`src/rtl/cpu_pkg.sv`:
```
// -----------------------------------------------------------------------------
// cpu_pkg
// Shared CPU datapath definitions. The register file, operand muxes and ALU
// use these widths and types.
//   DATA_W   : register / operand width
//   ADDR_W   : register address width
//   NUM_REGS : number of architectural registers (2**ADDR_W)
//   CNT_W    : width of a 0..NUM_REGS count (one bit wider than ADDR_W)
// -----------------------------------------------------------------------------
package cpu_pkg;

  localparam int DATA_W   = 32;
  localparam int ADDR_W   = 3;
  localparam int NUM_REGS = 2 ** ADDR_W;
  localparam int CNT_W    = ADDR_W + 1;

  typedef logic [ADDR_W-1:0] reg_addr_t;
  typedef logic [DATA_W-1:0] data_t;

  // Number of set bits in a register-wide mask.
  function automatic logic [CNT_W-1:0] popcount(input logic [NUM_REGS-1:0] v);
    logic [CNT_W-1:0] cnt;
    cnt = '0;
    for (int i = 0; i < NUM_REGS; i++) begin
      cnt = cnt + CNT_W'(v[i]);
    end
    return cnt;
  endfunction

endpackage

```
`src/rtl/dec_onehot.sv`:
```
// -----------------------------------------------------------------------------
// dec_onehot
// Binary-to-one-hot decoder with enable. With i_en low the output is all
// zeros; with i_en high exactly bit i_addr is set.
//   i_en     : decode enable
//   i_addr   : binary register address
//   o_onehot : one-hot register select
// -----------------------------------------------------------------------------
module dec_onehot
  import cpu_pkg::*;
#(
  parameter int A_W   = ADDR_W,
  parameter int N_OUT = NUM_REGS
) (
  input  logic             i_en,
  input  logic [A_W-1:0]   i_addr,
  output logic [N_OUT-1:0] o_onehot
);

  always_comb begin
    // NOTE: assigning a default before the conditional keeps this block
    // purely combinational; without it the enable-low path would infer a latch.
    o_onehot = '0;
    if (i_en) begin
      o_onehot[i_addr] = 1'b1;
    end
  end

endmodule

```
`src/rtl/reg_file32_sb.sv`:
```
// -----------------------------------------------------------------------------
// reg_file32_sb
// 8 x 32-bit CPU register file with a per-register busy scoreboard.
//   CLK          : rising-edge clock
//   RESET        : synchronous active-high reset (clears data, busy, PENDING)
//   IN           : write-back data
//   INADDRESS    : write destination
//   WRITEENABLE  : commit IN to INADDRESS and clear its busy bit
//   RESERVE      : mark RSVADDRESS busy
//   RSVADDRESS   : register to reserve
//   OUT1ADDRESS  : read port 1 address
//   OUT2ADDRESS  : read port 2 address
//   OUT1 / OUT2  : combinational read data (no write bypass)
//   OUT1BUSY / OUT2BUSY : busy bits of the read addresses
//   PENDING      : registered count of busy registers
// -----------------------------------------------------------------------------
module reg_file32_sb
  import cpu_pkg::*;
(
  input  logic             CLK,
  input  logic             RESET,
  input  data_t            IN,
  input  reg_addr_t        INADDRESS,
  input  logic             WRITEENABLE,
  input  logic             RESERVE,
  input  reg_addr_t        RSVADDRESS,
  input  reg_addr_t        OUT1ADDRESS,
  input  reg_addr_t        OUT2ADDRESS,
  output data_t            OUT1,
  output data_t            OUT2,
  output logic             OUT1BUSY,
  output logic             OUT2BUSY,
  output logic [CNT_W-1:0] PENDING
);

  logic [NUM_REGS-1:0] w_wr_oh;
  logic [NUM_REGS-1:0] w_rsv_oh;
  logic [NUM_REGS-1:0] w_busy_next;

  data_t               r_regs [NUM_REGS];
  logic [NUM_REGS-1:0] r_busy;
  logic [CNT_W-1:0]    r_pending;

  dec_onehot u_wr_dec (
    .i_en     (WRITEENABLE),
    .i_addr   (INADDRESS),
    .o_onehot (w_wr_oh)
  );

  dec_onehot u_rsv_dec (
    .i_en     (RESERVE),
    .i_addr   (RSVADDRESS),
    .o_onehot (w_rsv_oh)
  );

  // Write-back releases its register; a same-cycle reservation is applied
  // afterwards so it wins on an address collision.
  assign w_busy_next = (r_busy & ~w_wr_oh) | w_rsv_oh;

  always_ff @(posedge CLK) begin
    if (RESET) begin
      // NOTE: the register array is reset explicitly because reads must return
      // zero after reset; a plain storage array would normally be left unreset.
      for (int i = 0; i < NUM_REGS; i++) begin
        r_regs[i] <= '0;
      end
      r_busy    <= '0;
      r_pending <= '0;
    end else begin
      // NOTE: non-blocking assignments here so every register samples
      // pre-edge values, independent of statement order.
      for (int i = 0; i < NUM_REGS; i++) begin
        if (w_wr_oh[i]) begin
          r_regs[i] <= IN;
        end
      end
      r_busy    <= w_busy_next;
      // Counting the next busy vector keeps PENDING aligned with busy.
      r_pending <= popcount(w_busy_next);
    end
  end

  assign OUT1     = r_regs[OUT1ADDRESS];
  assign OUT2     = r_regs[OUT2ADDRESS];
  assign OUT1BUSY = r_busy[OUT1ADDRESS];
  assign OUT2BUSY = r_busy[OUT2ADDRESS];
  assign PENDING  = r_pending;

endmodule
```
`config.mk`:
```
export PLATFORM = sky130hd
export DESIGN_NAME = reg_file32_sb
export DESIGN_NICKNAME = d
export VERILOG_FILES = /design/src/rtl/cpu_pkg.sv /design/src/rtl/dec_onehot.sv /design/src/rtl/reg_file32_sb.sv
export SDC_FILE = /design/constraint.sdc
export NUM_CORES = 1
export LEC_CHECK = 0
export BUFFER_PORTS_ARGS = -buffer_cell sky130_fd_sc_hd__buf_2
export CAP_MARGIN = 20
export CORE_ASPECT_RATIO = 0.5
export CORE_MARGIN = 2
export CORE_UTILIZATION = 60
export CTS_CLUSTER_SIZE = 20
export DETAILED_ROUTE_END_ITERATION = 10
export PLACE_DENSITY = 0.8
export SETUP_SLACK_MARGIN = 0.5
export SLEW_MARGIN = 20
export SYNTH_ARGS = -nofsm -noshare
export SYNTH_HDL_FRONTEND = slang
export SYNTH_SLANG_ARGS = --single-unit
```
`constraint.sdc`:
```
create_clock -name CLK -period 4.35 [get_ports CLK]
set_input_delay 0.2175 -clock CLK [delete_from_list [all_inputs] [get_ports CLK]]
set_output_delay 0.2175 -clock CLK [all_outputs]
set_load 0.01 [all_outputs]
```
Yosys cells after proc, flatten, opt, wreduce, memory -nomap -nowiden. Memory sizes are Yosys's and may differ from the RTL's. Cells that the tools add are included.

Register bits: 12. Bits in writable memories: 256. Bits of input ports: 48. Output and inout port bits: 70. Word-level logic and storage cells: 73. Memories: 1.

$add $sub $neg: 7. Magnitude comparators: 6. Mux-type cells: 44. Bitwise operators: 11. Reductions and logical operators: 2.

Memory list: r_regs (depth 8, width 32, rd ports 2, clocked after memory_dff 0, wr ports 8, line reg_file32_sb.sv:40) `data_t r_regs [NUM_REGS];`.

Operators with widths (count): $mux W32 (8); $mux W1 (30); $add A4 B1 Y4 (4); $lt A3 B4 Y1 const B (4); $mux W8 (2); $and A8 B8 Y8 (1); $not A8 Y8 (1); $or A1 B1 Y1 (8); $or A8 B8 Y8 (1); $bmux W1 S3 (2); $demux W1 S3 (2); $ge A3 B1 Y1 const B (2); $add A3 B1 Y4 (1); $add A2 B1 Y3 (1); $add A1 B1 Y2 (1); $logic_and A1 B1 Y1 (2).

Logic depth before layout (Yosys ltp). Gate-level depths: netlist of run 1.

Word-level depth: 15. Depth in mapped cells: 14. Mapped depth without buffers: 12.

By module. Synthesis of run 1 repeated with hierarchy kept, for this count alone.

Cell total of the unflattened synthesis: 826. Area, all modules: 13987.2 um^2.

By module, submodules not included: reg_file32_sb (times used 1, cells each 810, area each 13797.0 um^2, seq. area each 7927.6 um^2); dec_onehot (times used 2, cells each 8, area each 95.1 um^2, seq. area each 0.0 um^2).

Least setup slack after synthesis of run 1. No wires, ideal clock.

Path type: in2reg. Start: input INADDRESS[0]. End: register r_pending[2], in the netlist PENDING[2]. Setup time: 0.126 ns. Data arrival time: 3.533 ns. Required time: 4.224 ns. Setup slack: 0.692 ns. Cell stages on the path: 14. Buffers on the path: 2. Path through: buf_2 or4b_1 buf_2 a22o_1 fa_1 inv_1 fa_1 fa_1 inv_1 ha_1 inv_1 fa_1 xor2_1 nor2_1.

Cells in the longest elaborated chain, start to end: 15. Elaborated cells on any way between the ends: 16. Classes of those cells: 7 x add/sub; 2 x order compare; 3 x mux; 3 x bitwise; 1 x reduce/logical.

Ends and longest elaborated chain: start, declared (line reg_file32_sb.sv:23) `input reg_addr_t INADDRESS,`; $lt A3 B4 Y1 (implied by the code) / $ge A3 B1 Y1 (equally long branches) (line dec_onehot.sv:25) `o_onehot[i_addr] = 1'b1;`; $logic_and A1 B1 Y1 (implied by the code) (line dec_onehot.sv:25); $mux W1 (implied by the code) (line dec_onehot.sv:25); $demux W1 S3 *; $mux W8 * (line dec_onehot.sv:24) `if (i_en) begin`; $not A8 Y8 * (line reg_file32_sb.sv:58) `assign w_busy_next = (r_busy & ~w_wr_oh) | w_rsv_oh;`; $and A8 B8 Y8 * (line reg_file32_sb.sv:58); $or A8 B8 Y8 * (line reg_file32_sb.sv:58); via w_busy_next[0] (line reg_file32_sb.sv:38) `logic [NUM_REGS-1:0] w_busy_next;`; $add A1 B1 Y2 * (line cpu_pkg.sv:25) `cnt = cnt + CNT_W'(v[i]);`; $add A2 B1 Y3 * (line cpu_pkg.sv:25); $add A3 B1 Y4 * (line cpu_pkg.sv:25); $add A4 B1 Y4 * (4 in series) (line cpu_pkg.sv:25); end signal, assigned (line reg_file32_sb.sv:79) `r_pending <= popcount(w_busy_next);`; end, declared (line reg_file32_sb.sv:42) `logic [CNT_W-1:0] r_pending;`.

Mark *: on every way through the listed nets, which the timed path passes. The rest lies on a longest branch. A chain may end at the register's enable or synchronous reset.

Final worst setup path of run 1. Same ends and word-level chain as after synthesis.

==> results of run 1 <==
## placed cells by master (no fill, tap or decap), types with 3 or more instances in the layout
cell type                     n
sky130_fd_sc_hd__clkbuf_1     6
sky130_fd_sc_hd__nand2b_2     4
sky130_fd_sc_hd__buf_2      115
sky130_fd_sc_hd__nand2b_4     4
sky130_fd_sc_hd__buf_4       10
sky130_fd_sc_hd__nand2b_1    32
sky130_fd_sc_hd__nor2_1     199
sky130_fd_sc_hd__clkbuf_16   25
sky130_fd_sc_hd__dfxtp_1     12
sky130_fd_sc_hd__nand4bb_2    3
sky130_fd_sc_hd__fa_1         4
sky130_fd_sc_hd__mux2_2      66
sky130_fd_sc_hd__clkinv_1     8
sky130_fd_sc_hd__buf_12       3
sky130_fd_sc_hd__ha_1         3
sky130_fd_sc_hd__inv_1       38
sky130_fd_sc_hd__nand4b_1     3
sky130_fd_sc_hd__mux4_2     132
sky130_fd_sc_hd__nor2b_1      8
sky130_fd_sc_hd__edfxtp_1   256
## through the flow
step	instances	cell area (µm²)	power [W]	hold slack (ns)
2_1_floorplan	844	13500	0.00371	0.439
3_3_place_gp	1206	14200	0.00397	0.579
3_5_place_dp	1206	14300	0.00401	0.568
4_1_cts	1249	15000	0.00606	0.0677
5_1_grt	1250	15000	0.00624	0.129
6_report	1250	15000	0.00605	0.0820
## metal layers
layer  share of wire  global-route usage  vias up
li1                -                   -     3408
met1            0.39               0.373     4172
met2            0.50               0.482      439
met3           0.090              0.0515       49
met5               0                   0        -
met4           0.018              0.0709        0
## synthesized netlist by cell type, drive strengths merged (2+ instances only)
cell	n
inv	38
nand4bb	3
clkbuf	32
a21oi	2
nand4b	3
a22o	2
a32oi	2
nor2	199
ha	3
fa	4
nand2b	40
a32o	2
dfxtp	12
mux4	132
nor2b	8
mux2	66
edfxtp	256
buf	34
## kinds of logic (layout without fill, tap and decap cells)
| logic type | after synthesis | count (layout) | share of synthesized area |
|---|---|---|---|
| buf+inv | 104 | 209 | 0.0360 |
| other cells | 0 | 1 | 0 |
| xor+xnor | 1 | 1 | 0.000650 |
| simple gates | 257 | 257 | 0.0846 |
| mux | 198 | 198 | 0.276 |
| flops | 268 | 268 | 0.589 |
| compound gates | 9 | 9 | 0.00539 |
| fa+ha+maj | 7 | 7 | 0.00873 |
## worst min-delay path: stages
cell and delay [ns]:
sky130_fd_sc_hd__buf_2 0.12, sky130_fd_sc_hd__a32oi_1 0.14, sky130_fd_sc_hd__nor2_1 0.09
## flip-flops by register name, summed over array words and instances (netlist names)
signal,flops
r_regs,256
r_busy,8
PENDING,4
## final cells by class
type | count | area (µm²) | share of cell area
Antenna cell | 1 | 2.50 | 0.000167
Clock inverter | 12 | 100 | 0.00667
Inverter | 38 | 143 | 0.00950
Multi-Input combinational cell | 472 | 5110 | 0.340
Tap cell | 300 | 375 | 0.0250
Clock buffer | 31 | 648 | 0.0432
Sequential cell | 268 | 7930 | 0.528
Timing Repair Buffer | 128 | 711 | 0.0473
## path summary, 6_finish.rpt
path | end | slack (ns) | from | cells past startpoint
worst max register to register | PENDING[2] | 1.19 | r_busy[0] | 11
worst min register to register | r_busy[5] | 0.58 | r_busy[5] | 2
worst max-delay path | PENDING[2] | 0.95 | INADDRESS[0] | 13
worst min-delay path | r_busy[6] | 0.08 | RSVADDRESS[2] | 3
## where the power goes
part / internal (W) / switching [W] / total [W] / leakage (nW)
Clock: 0.00116 / 0.000919 / 0.00208 / 0.364
Sequential: 0.00302 / 0.0000887 / 0.00311 / 2.58
Combinational: 0.000418 / 0.000436 / 0.000854 / 2.39
==> impl_metrics.xml, run 1 <==
<?xml version="1.0" encoding="UTF-8"?>
<metrics>
  <group name="status">
    <metric name="status" unit="">finished clean</metric>
  </group>
  <group name="sta">
    <metric name="final.min_clock_period" unit="ns">3.40</metric>
    <metric name="final_min_period_over_clock_period" unit="">0.781</metric>
    <metric name="drv_slew" unit="">0</metric>
    <metric name="clock_skew" unit="ns">0.00318</metric>
    <metric name="setup-violations-final" unit="">0</metric>
    <metric name="worst_slew_pin_slew" unit="ns">1.11</metric>
    <metric name="setup_total_negative_slack" unit="ns">0</metric>
    <metric name="grt_setup_unrepaired" unit="">false</metric>
    <metric name="achievable-frequency" unit="MHz">294</metric>
    <metric name="finalHoldViolCount" unit="">0</metric>
    <metric name="slew-limit-headroom" unit="">0.257</metric>
    <metric name="final.setup.worst_slack" unit="ns">0.954</metric>
  </group>
  <group name="logic_synthesis">
    <metric name="synth_seq_area_share" unit="">0.589</metric>
    <metric name="yosys.area.top_type" unit="">sky130_fd_sc_hd__edfxtp_1</metric>
    <metric name="yosys.cell_types.count" unit="">27</metric>
    <metric name="synthesis.yosys.warnings" unit="">0</metric>
    <metric name="ys.flop_type" unit="">sky130_fd_sc_hd__edfxtp_1</metric>
    <metric name="synth_seq_cells" unit="">268</metric>
    <metric name="netlist.area_leader.share" unit="">0.571</metric>
    <metric name="count_of_flip_flops_with_a_built_in_enable_after_synthesis" unit="">256</metric>
    <metric name="post_synth_main_area_contributors" unit="">sky130_fd_sc_hd__edfxtp_1 57%, sky130_fd_sc_hd__mux4_2 22%, sky130_fd_sc_hd__nor2_1 5.5%</metric>
    <metric name="syn_nets" unit="">899</metric>
    <metric name="synth_area_per_cell" unit="µm²">16.0</metric>
    <metric name="combined_area_of_all_synthesized_cells" unit="µm²">13500</metric>
    <metric name="netlist_instances" unit="">844</metric>
    <metric name="async_flop_share" unit="">0</metric>
  </group>
  <group name="place">
    <metric name="dp_slack" unit="ns">0.435</metric>
    <metric name="number_of_buffer_cells_added_on_primary_ports" unit="">117</metric>
    <metric name="dpl.hpwl" unit="µm">17500</metric>
    <metric name="finalWeightedCongestion" unit="">0.875</metric>
  </group>
  <group name="critical_path">
    <metric name="worstPathMaxFanout" unit="">8</metric>
    <metric name="cp_num_buf_inv" unit="">4</metric>
    <metric name="critical_path.slowest_cell" unit="">sky130_fd_sc_hd__or4b_2</metric>
    <metric name="timing.critical_path.arrival" unit="ns">3.76</metric>
    <metric name="crit_path_start_kind" unit="">input port</metric>
    <metric name="critPathCaptureType" unit="">flop</metric>
    <metric name="crit_path_max_incr_delay" unit="ns">0.72</metric>
    <metric name="cp_cell_sequence" unit="">buf_2 &gt; or4b_2 &gt; a22o_1 &gt; fa_1 &gt; inv_1 &gt; fa_1 &gt; fa_1 &gt; inv_1 &gt; ha_1 &gt; inv_1 &gt; fa_1 &gt; xor2_1 &gt; nor2_1</metric>
    <metric name="crit_type" unit="">in2reg</metric>
    <metric name="path_common_cell" unit="">sky130_fd_sc_hd__fa_1</metric>
    <metric name="cpLargestDelayFamily" unit="">adder cells</metric>
    <metric name="required_time_reported_for_the_critical_path_endpoint" unit="ns">4.72</metric>
  </group>
  <group name="floorplan">
    <metric name="die_boundary_width" unit="µm">216</metric>
    <metric name="die_area" unit="µm²">23700</metric>
    <metric name="placementRows" unit="">38</metric>
    <metric name="core_region_area" unit="µm²">21800</metric>
    <metric name="i_o_pin_total" unit="">118</metric>
    <metric name="vertical_die_dimension" unit="µm">110</metric>
    <metric name="initial_core_util" unit="">0.617</metric>
  </group>
  <group name="final_layout">
    <metric name="layout-area-overhead-vs-synth" unit="%">11.5</metric>
    <metric name="layout_nets" unit="">987</metric>
    <metric name="layout.filler_cells" unit="">1411</metric>
    <metric name="final_core_utilization" unit="">0.688</metric>
    <metric name="layout-drive-gt1-share" unit="">0.387</metric>
  </group>
  <group name="worst_hold_path">
    <metric name="type_of_the_most_critical_hold_path" unit="">in2reg</metric>
  </group>
  <group name="route">
    <metric name="route.detailed.drc" unit="">0</metric>
    <metric name="drt-vias-per-instance" unit="">6.45</metric>
    <metric name="postRouteAntennaNets" unit="">0</metric>
    <metric name="detail_route.wl_per_cell" unit="µm">25.8</metric>
    <metric name="tritonroute_pass_1_iters" unit="">5</metric>
    <metric name="total_via_count_after_detailed_routing" unit="">8068</metric>
    <metric name="finalWirelength" unit="µm">32300</metric>
    <metric name="drt_iter0_drc" unit="">977</metric>
  </group>
  <group name="clock_network">
    <metric name="clk_path_buf_depth" unit="">3</metric>
    <metric name="insertion_delay" unit="ns">0.52</metric>
    <metric name="cts_hold_buffers" unit="">0</metric>
    <metric name="numClockSinks" unit="">268</metric>
    <metric name="clock_tree_from_tritoncts" unit="">done</metric>
    <metric name="cts.htree.levels" unit="">1</metric>
    <metric name="clock_buffer_count_from_cts" unit="">24</metric>
    <metric name="postCtsSetupRepairBufs" unit="">0</metric>
    <metric name="worst_setup_hold_path_clk_slew" unit="ns">0.07</metric>
    <metric name="clk_root_buffer_cell" unit="">sky130_fd_sc_hd__clkbuf_16</metric>
    <metric name="post_cts_resized" unit="">0</metric>
  </group>
  <group name="grt">
    <metric name="grt_start_max_net_pins" unit="">53</metric>
    <metric name="grt_util_all_layers" unit="">0.278</metric>
    <metric name="gr-total-overflow" unit="">0</metric>
    <metric name="grt_pass1_wl" unit="µm">48400</metric>
    <metric name="number_of_global_route_vias_before_repair" unit="">8472</metric>
    <metric name="grt_antenna_before_repair" unit="">1</metric>
  </group>
  <group name="power_and_ir_drop">
    <metric name="worst_ir_drop_on_vdd" unit="V">0.000258</metric>
    <metric name="power_density" unit="nW/µm²">403</metric>
    <metric name="power_leakage" unit="nW">5.33</metric>
  </group>
  <group name="flow_run">
    <metric name="timing.max_cap.violations" unit="">0</metric>
  </group>
</metrics>
(Power assumes the default switching activity.)
==> run 2: changes to the inputs <==
--- a/config.mk
+++ b/config.mk
@@ -9,10 +9,10 @@
 export CAP_MARGIN = 20
 export CORE_ASPECT_RATIO = 0.5
 export CORE_MARGIN = 2
-export CORE_UTILIZATION = 60
+export CORE_UTILIZATION = 54
 export CTS_CLUSTER_SIZE = 20
 export DETAILED_ROUTE_END_ITERATION = 10
-export PLACE_DENSITY = 0.8
+export PLACE_DENSITY = 0.76
 export SETUP_SLACK_MARGIN = 0.5
 export SLEW_MARGIN = 20
 export SYNTH_ARGS = -nofsm -noshare
==> constraint.sdc (replaced) <==
create_clock -name CLK -period 3.1 [get_ports CLK]
set_input_delay 0.155 -clock CLK [delete_from_list [all_inputs] [get_ports CLK]]
set_output_delay 0.155 -clock CLK [all_outputs]
set_load 0.01 [all_outputs]
==> impl_metrics.xml, run 2 (synthesized netlist as in run 1, its figures left out) <==
<?xml version="1.0" encoding="UTF-8"?>
<metrics>
  <group name="status">
    <metric name="status" unit="">finished clean</metric>
  </group>
  <group name="clock_network">
    <metric name="clock_buffer_count_from_cts" unit="">25</metric>
    <metric name="clk_path_buf_depth" unit="">3</metric>
    <metric name="clock_tree_from_tritoncts" unit="">done</metric>
    <metric name="clk_root_buffer_cell" unit="">sky130_fd_sc_hd__clkbuf_16</metric>
    <metric name="cts.htree.levels" unit="">1</metric>
    <metric name="insertion_delay" unit="ns">0.52</metric>
    <metric name="numClockSinks" unit="">268</metric>
    <metric name="worst_setup_hold_path_clk_slew" unit="ns">0.06</metric>
  </group>
  <group name="grt">
    <metric name="number_of_global_route_vias_before_repair" unit="">8624</metric>
    <metric name="grt-busiest-layer" unit="">met2</metric>
    <metric name="grt_use_met3" unit="">0.0347</metric>
    <metric name="gr-total-overflow" unit="">0</metric>
    <metric name="grt.met1_usage" unit="">0.346</metric>
    <metric name="grt_util_all_layers" unit="">0.252</metric>
    <metric name="grt_start_max_net_pins" unit="">45</metric>
    <metric name="grt_antenna_before_repair" unit="">0</metric>
    <metric name="grt_pass1_wl" unit="µm">49000</metric>
    <metric name="global_route_met2_usage" unit="">0.432</metric>
  </group>
  <group name="sta">
    <metric name="clock_skew" unit="ns">0.00738</metric>
    <metric name="achievable-frequency" unit="MHz">329</metric>
    <metric name="setup-violations-final" unit="">0</metric>
    <metric name="worst_slew_pin_slew" unit="ns">0.717</metric>
    <metric name="finalHoldViolCount" unit="">0</metric>
    <metric name="holdWs" unit="ns">0.0354</metric>
    <metric name="final_min_period_over_clock_period" unit="">0.982</metric>
    <metric name="drv_slew" unit="">0</metric>
    <metric name="setup_total_negative_slack" unit="ns">0</metric>
    <metric name="final.min_clock_period" unit="ns">3.04</metric>
    <metric name="grt_setup_unrepaired" unit="">true</metric>
    <metric name="slew-limit-headroom" unit="">0.522</metric>
  </group>
  <group name="route">
    <metric name="tritonroute_pass_1_iters" unit="">5</metric>
    <metric name="drt-vias-per-instance" unit="">6.15</metric>
    <metric name="finalWirelength" unit="µm">32000</metric>
    <metric name="detail_route.wl_per_cell" unit="µm">24.4</metric>
    <metric name="drt_iter0_drc" unit="">890</metric>
    <metric name="route.detailed.drc" unit="">0</metric>
    <metric name="total_via_count_after_detailed_routing" unit="">8053</metric>
    <metric name="postRouteAntennaNets" unit="">0</metric>
  </group>
  <group name="floorplan">
    <metric name="core_region_area" unit="µm²">24200</metric>
    <metric name="i_o_pin_total" unit="">118</metric>
    <metric name="vertical_die_dimension" unit="µm">116</metric>
    <metric name="die_area" unit="µm²">26300</metric>
    <metric name="initial_core_util" unit="">0.556</metric>
    <metric name="die_boundary_width" unit="µm">227</metric>
    <metric name="placementRows" unit="">40</metric>
  </group>
  <group name="final_layout">
    <metric name="layout-area-overhead-vs-synth" unit="%">13.5</metric>
    <metric name="largest_register_ffs" unit="">256</metric>
    <metric name="most-common-layout-cells" unit="">256 x sky130_fd_sc_hd__edfxtp_1, 198 x sky130_fd_sc_hd__nor2_1, 132 x sky130_fd_sc_hd__mux4_2</metric>
    <metric name="insertedDiodeCount" unit="">0</metric>
    <metric name="layout.cells.most_common" unit="">sky130_fd_sc_hd__edfxtp_1</metric>
    <metric name="layout-drive-gt1-share" unit="">0.414</metric>
    <metric name="final_core_utilization" unit="">0.631</metric>
    <metric name="layout_nets" unit="">1014</metric>
    <metric name="regMostFlops" unit="">r_regs</metric>
  </group>
  <group name="place">
    <metric name="dpl.hpwl" unit="µm">19400</metric>
    <metric name="finalWeightedCongestion" unit="">0.862</metric>
    <metric name="number_of_buffer_cells_added_on_primary_ports" unit="">117</metric>
  </group>
  <group name="power_and_ir_drop">
    <metric name="worst_ir_drop_on_vdd" unit="V">0.000314</metric>
    <metric name="power.total" unit="W">0.00841</metric>
    <metric name="power_leakage" unit="nW">5.45</metric>
    <metric name="power_density" unit="nW/µm²">551</metric>
  </group>
  <group name="critical_path">
    <metric name="crit_start" unit="">r_busy[0]</metric>
    <metric name="worstPathMaxFanout" unit="">3</metric>
    <metric name="ff2ff_setup_slack" unit="ns">0.06</metric>
    <metric name="critPathCaptureType" unit="">flop</metric>
    <metric name="reg2reg_depth" unit="">10</metric>
    <metric name="regToRegEndpoint" unit="">PENDING[1]</metric>
    <metric name="required_time_reported_for_the_critical_path_endpoint" unit="ns">3.51</metric>
    <metric name="crit_type" unit="">reg2reg</metric>
    <metric name="crit_path_start_kind" unit="">flop</metric>
    <metric name="timing.critical_path.to" unit="">PENDING[1]</metric>
    <metric name="r2r-start" unit="">r_busy[0]</metric>
    <metric name="timing.critical_path.arrival" unit="ns">3.45</metric>
  </group>
  <group name="worst_hold_path">
    <metric name="type_of_the_most_critical_hold_path" unit="">in2reg</metric>
  </group>
  <group name="flow_run">
    <metric name="timing.max_cap.violations" unit="">0</metric>
  </group>
</metrics>
-- run 2: through the flow --
| step | std cells | setup WS (ns) | cell area, µm² |
|---|---|---|---|
| 5_1_grt | 1310 | -0.0471 | 15300 |
| 2_1_floorplan | 844 | -0.362 | 13500 |
| 4_1_cts | 1310 | 0.0641 | 15300 |
| 3_3_place_gp | 1267 | -0.381 | 14500 |
| 6_report | 1310 | 0.0569 | 15300 |
| 3_5_place_dp | 1267 | -0.412 | 14500 |
-- run 2: area by class of cell --
| class | instances | area [µm²] |
|---|---|---|
| fillers | 1746 | 8940 |
| flip-flops and latches | 268 | 7930 |
| multi-input cells | 472 | 5110 |
| repair buffers | 154 | 956 |
| clock buffers | 34 | 659 |
| well taps | 336 | 420 |
| inverters | 38 | 143 |
| clock inverters | 8 | 58.8 |
-- run 2: per-layer routing --
| metal | wire [µm] | vias to the layer above |
|---|---|---|
| met5 | 0 | - |
| met4 | 567 | 0 |
| met3 | 2210 | 51 |
| met2 | 16500 | 323 |
| met1 | 12700 | 4216 |
| li1 | - | 3463 |
-- run 2: how the worst min path moves through the flow --
| stage | start | to | slack (ns) | cells past startpoint |
|---|---|---|---|---|
| after floorplan | RSVADDRESS[0] | r_busy[5] | 0.36 | 2 |
| after global placement | PENDING[2] | PENDING[2] | 0.55 | 1 |
| after detailed placement | PENDING[3] | PENDING[3] | 0.55 | 1 |
| after CTS | RSVADDRESS[2] | r_busy[6] | 0.03 | 3 |
| after global routing | RSVADDRESS[2] | r_busy[6] | 0.08 | 3 |
| final | RSVADDRESS[2] | r_busy[6] | 0.04 | 3 |
-- run 2: power breakdown --
group	internal, W	switching [W]	leakage (nW)	total, W
registers	0.00424	0.000119	2.58	0.00436
clock network	0.00156	0.00126	0.348	0.00282
logic	0.000619	0.000620	2.52	0.00124
-- run 2: timing repair --
action | 4_1_cts | 5_1_grt
setup endpoints to repair | 4 | 4
buffers inserted | 1 | 0
resized for setup | 5 | 2
endpoints found under the hold margin | 0 | 0
pin swaps | 5 | 1
hold buffers | 0 | 0
-- run 2: worst max-delay path, cell delays in order, from the launching register on --
cell and delay, ns:
sky130_fd_sc_hd__dfxtp_2 0.33, sky130_fd_sc_hd__a22o_1 0.21, sky130_fd_sc_hd__fa_1 0.56, sky130_fd_sc_hd__inv_2 0.04
sky130_fd_sc_hd__fa_1 0.54, sky130_fd_sc_hd__fa_1 0.45, sky130_fd_sc_hd__inv_2 0.08, sky130_fd_sc_hd__ha_4 0.12
sky130_fd_sc_hd__inv_2 0.03, sky130_fd_sc_hd__fa_2 0.52, sky130_fd_sc_hd__nor2_2 0.04
==> run 3: changes to the inputs <==
--- a/config.mk
+++ b/config.mk
@@ -6,7 +6,6 @@
 export NUM_CORES = 1
 export LEC_CHECK = 0
 export BUFFER_PORTS_ARGS = -buffer_cell sky130_fd_sc_hd__buf_2
-export CAP_MARGIN = 20
 export CORE_ASPECT_RATIO = 0.5
 export CORE_MARGIN = 2
 export CORE_UTILIZATION = 54
==> constraint.sdc (replaced) <==
create_clock -name CLK -period 3.1 [get_ports CLK]
set_input_delay 0.155 -clock CLK [delete_from_list [all_inputs] [get_ports CLK]]
set_output_delay 0.155 -clock CLK [all_outputs]
set_load 0.05 [all_outputs]
==> impl_metrics.xml, run 3 (synthesized netlist as in run 1, its figures left out) <==
<?xml version="1.0" encoding="UTF-8"?>
<metrics>
  <group name="status">
    <metric name="status" unit="">finished clean</metric>
  </group>
  <group name="final_layout">
    <metric name="layout-area-overhead-vs-synth" unit="%">14.5</metric>
    <metric name="regMostFlops" unit="">r_regs</metric>
    <metric name="post_layout_nonfiller_instances" unit="">1315</metric>
    <metric name="layout-drive-gt1-share" unit="">0.422</metric>
    <metric name="insertedDiodeCount" unit="">0</metric>
    <metric name="largest_register_ffs" unit="">256</metric>
    <metric name="fin_area" unit="µm²">15400</metric>
    <metric name="layout.cells.most_common" unit="">sky130_fd_sc_hd__edfxtp_1</metric>
    <metric name="layout_nets" unit="">1016</metric>
    <metric name="most-common-layout-cells" unit="">256 x sky130_fd_sc_hd__edfxtp_1, 199 x sky130_fd_sc_hd__nor2_1, 132 x sky130_fd_sc_hd__mux4_2</metric>
  </group>
  <group name="clock_network">
    <metric name="clock_buffer_count_from_cts" unit="">25</metric>
    <metric name="clk_root_buffer_cell" unit="">sky130_fd_sc_hd__clkbuf_16</metric>
    <metric name="worst_setup_hold_path_clk_slew" unit="ns">0.07</metric>
    <metric name="insertion_delay" unit="ns">0.52</metric>
    <metric name="clk_path_buf_depth" unit="">3</metric>
    <metric name="cts.htree.levels" unit="">1</metric>
    <metric name="clock_tree_from_tritoncts" unit="">done</metric>
    <metric name="numClockSinks" unit="">268</metric>
    <metric name="cts_hold_buffers" unit="">0</metric>
  </group>
  <group name="sta">
    <metric name="drv_slew" unit="">0</metric>
    <metric name="setup-violations-final" unit="">0</metric>
    <metric name="worst_slew_pin_slew" unit="ns">0.736</metric>
    <metric name="clock_skew" unit="ns">0.00352</metric>
    <metric name="slew-limit-headroom" unit="">0.509</metric>
    <metric name="achievable-frequency" unit="MHz">336</metric>
    <metric name="setup_total_negative_slack" unit="ns">0</metric>
    <metric name="finalHoldViolCount" unit="">0</metric>
    <metric name="grt_setup_unrepaired" unit="">true</metric>
    <metric name="final.setup.worst_slack" unit="ns">0.121</metric>
    <metric name="final_min_period_over_clock_period" unit="">0.961</metric>
    <metric name="final.min_clock_period" unit="ns">2.98</metric>
  </group>
  <group name="power_and_ir_drop">
    <metric name="worst_ir_drop_on_vdd" unit="V">0.000300</metric>
    <metric name="power_density" unit="nW/µm²">600</metric>
    <metric name="power_leakage" unit="nW">5.52</metric>
  </group>
  <group name="floorplan">
    <metric name="placementRows" unit="">40</metric>
    <metric name="die_boundary_width" unit="µm">227</metric>
    <metric name="die_area" unit="µm²">26300</metric>
    <metric name="core_region_area" unit="µm²">24200</metric>
    <metric name="vertical_die_dimension" unit="µm">116</metric>
    <metric name="initial_core_util" unit="">0.556</metric>
    <metric name="i_o_pin_total" unit="">118</metric>
  </group>
  <group name="route">
    <metric name="drt-vias-per-instance" unit="">6.25</metric>
    <metric name="drt_iter0_drc" unit="">978</metric>
    <metric name="detail_route.wl_per_cell" unit="µm">25.3</metric>
    <metric name="route.detailed.drc" unit="">0</metric>
    <metric name="postRouteAntennaNets" unit="">0</metric>
    <metric name="total_via_count_after_detailed_routing" unit="">8218</metric>
    <metric name="tritonroute_pass_1_iters" unit="">6</metric>
    <metric name="finalWirelength" unit="µm">33300</metric>
  </group>
  <group name="place">
    <metric name="post_dp_area" unit="µm²">14600</metric>
    <metric name="placedCellCount" unit="">1270</metric>
    <metric name="dp_slack" unit="ns">-0.413</metric>
    <metric name="number_of_buffer_cells_added_on_primary_ports" unit="">117</metric>
    <metric name="finalWeightedCongestion" unit="">0.874</metric>
    <metric name="dpl.hpwl" unit="µm">19700</metric>
  </group>
  <group name="critical_path">
    <metric name="crit_path_start_kind" unit="">input port</metric>
    <metric name="worstPathMaxFanout" unit="">2</metric>
    <metric name="critPathCaptureType" unit="">flop</metric>
    <metric name="required_time_reported_for_the_critical_path_endpoint" unit="ns">3.51</metric>
    <metric name="crit_type" unit="">in2reg</metric>
    <metric name="timing.critical_path.arrival" unit="ns">3.39</metric>
  </group>
  <group name="grt">
    <metric name="grt_antenna_before_repair" unit="">0</metric>
    <metric name="grt_pass1_wl" unit="µm">50500</metric>
    <metric name="grt_util_all_layers" unit="">0.262</metric>
    <metric name="gr-total-overflow" unit="">0</metric>
    <metric name="number_of_global_route_vias_before_repair" unit="">8686</metric>
    <metric name="grt_start_max_net_pins" unit="">41</metric>
  </group>
  <group name="worst_hold_path">
    <metric name="type_of_the_most_critical_hold_path" unit="">in2reg</metric>
  </group>
  <group name="flow_run">
    <metric name="timing.max_cap.violations" unit="">0</metric>
  </group>
</metrics>
-- run 3: cell types whose count changed in the layout (fill, tap and decap cells not counted), sizes merged --
cell      previous run  this run
buf                154       156
clkinvlp             0         2
clkinv               7        13
clkbuf              34        25
bufinv               1         5
-- run 3: timing repair --
action,in CTS,in global routing
resized for setup,5,0
pin swaps,5,0
setup endpoints to repair,4,4
setup buffers,0,0
-- run 3: worst max-delay path, stage by stage --
cell and delay, ns:
sky130_fd_sc_hd__buf_2 0.11, sky130_fd_sc_hd__or4b_4 0.54, sky130_fd_sc_hd__a22o_1 0.26, sky130_fd_sc_hd__fa_1 0.56, sky130_fd_sc_hd__inv_1 0.05, sky130_fd_sc_hd__fa_1 0.49, sky130_fd_sc_hd__fa_1 0.43, sky130_fd_sc_hd__inv_2 0.08
sky130_fd_sc_hd__ha_4 0.12, sky130_fd_sc_hd__inv_2 0.03, sky130_fd_sc_hd__fa_2 0.51, sky130_fd_sc_hd__nor2_1 0.04
-- run 3: routing by layer --
metal	part of all wire	GRT usage
met4	0.023	0.0719
met3	0.083	0.0370
met2	0.50	0.442
met1	0.40	0.366
met5	0	0
-- run 3: through the flow --
stage               hold slack, ns  utilization  total power [W]
floorplan                    0.363            -          0.00564
global placement             0.549        0.601          0.00603
detailed placement           0.575        0.601          0.00609
CTS                         0.0493        0.637          0.00927
global route                0.0951        0.637          0.00951
finish                      0.0722        0.637          0.00925
-- run 3: path summary, 6_finish.rpt --
check,cells after the start,end,slack (ns),start
max,12,PENDING[1],0.12,INADDRESS[2]
min,3,r_regs[7][0],0.07,IN[0]
max reg2reg,10,PENDING[1],0.12,r_busy[0]
min reg2reg,2,r_busy[5],0.62,r_busy[5]
-- run 3: cell type report --
class,instances,area [µm²]
fillers,1751,8800
flip-flops and latches,268,7930
multi-input cells,472,5110
repair buffers,156,971
clock buffers,25,626
well taps,336,420
clock inverters,20,221
inverters,38,143
-- run 3: power by group --
group / internal [W] / leakage [nW] / switching (W)
Sequential: 0.00424 / 2.58 / 0.000122
Clock: 0.00188 / 0.413 / 0.00135
Combinational: 0.000620 / 2.53 / 0.00104
Total: 0.00674 / 5.52 / 0.00251
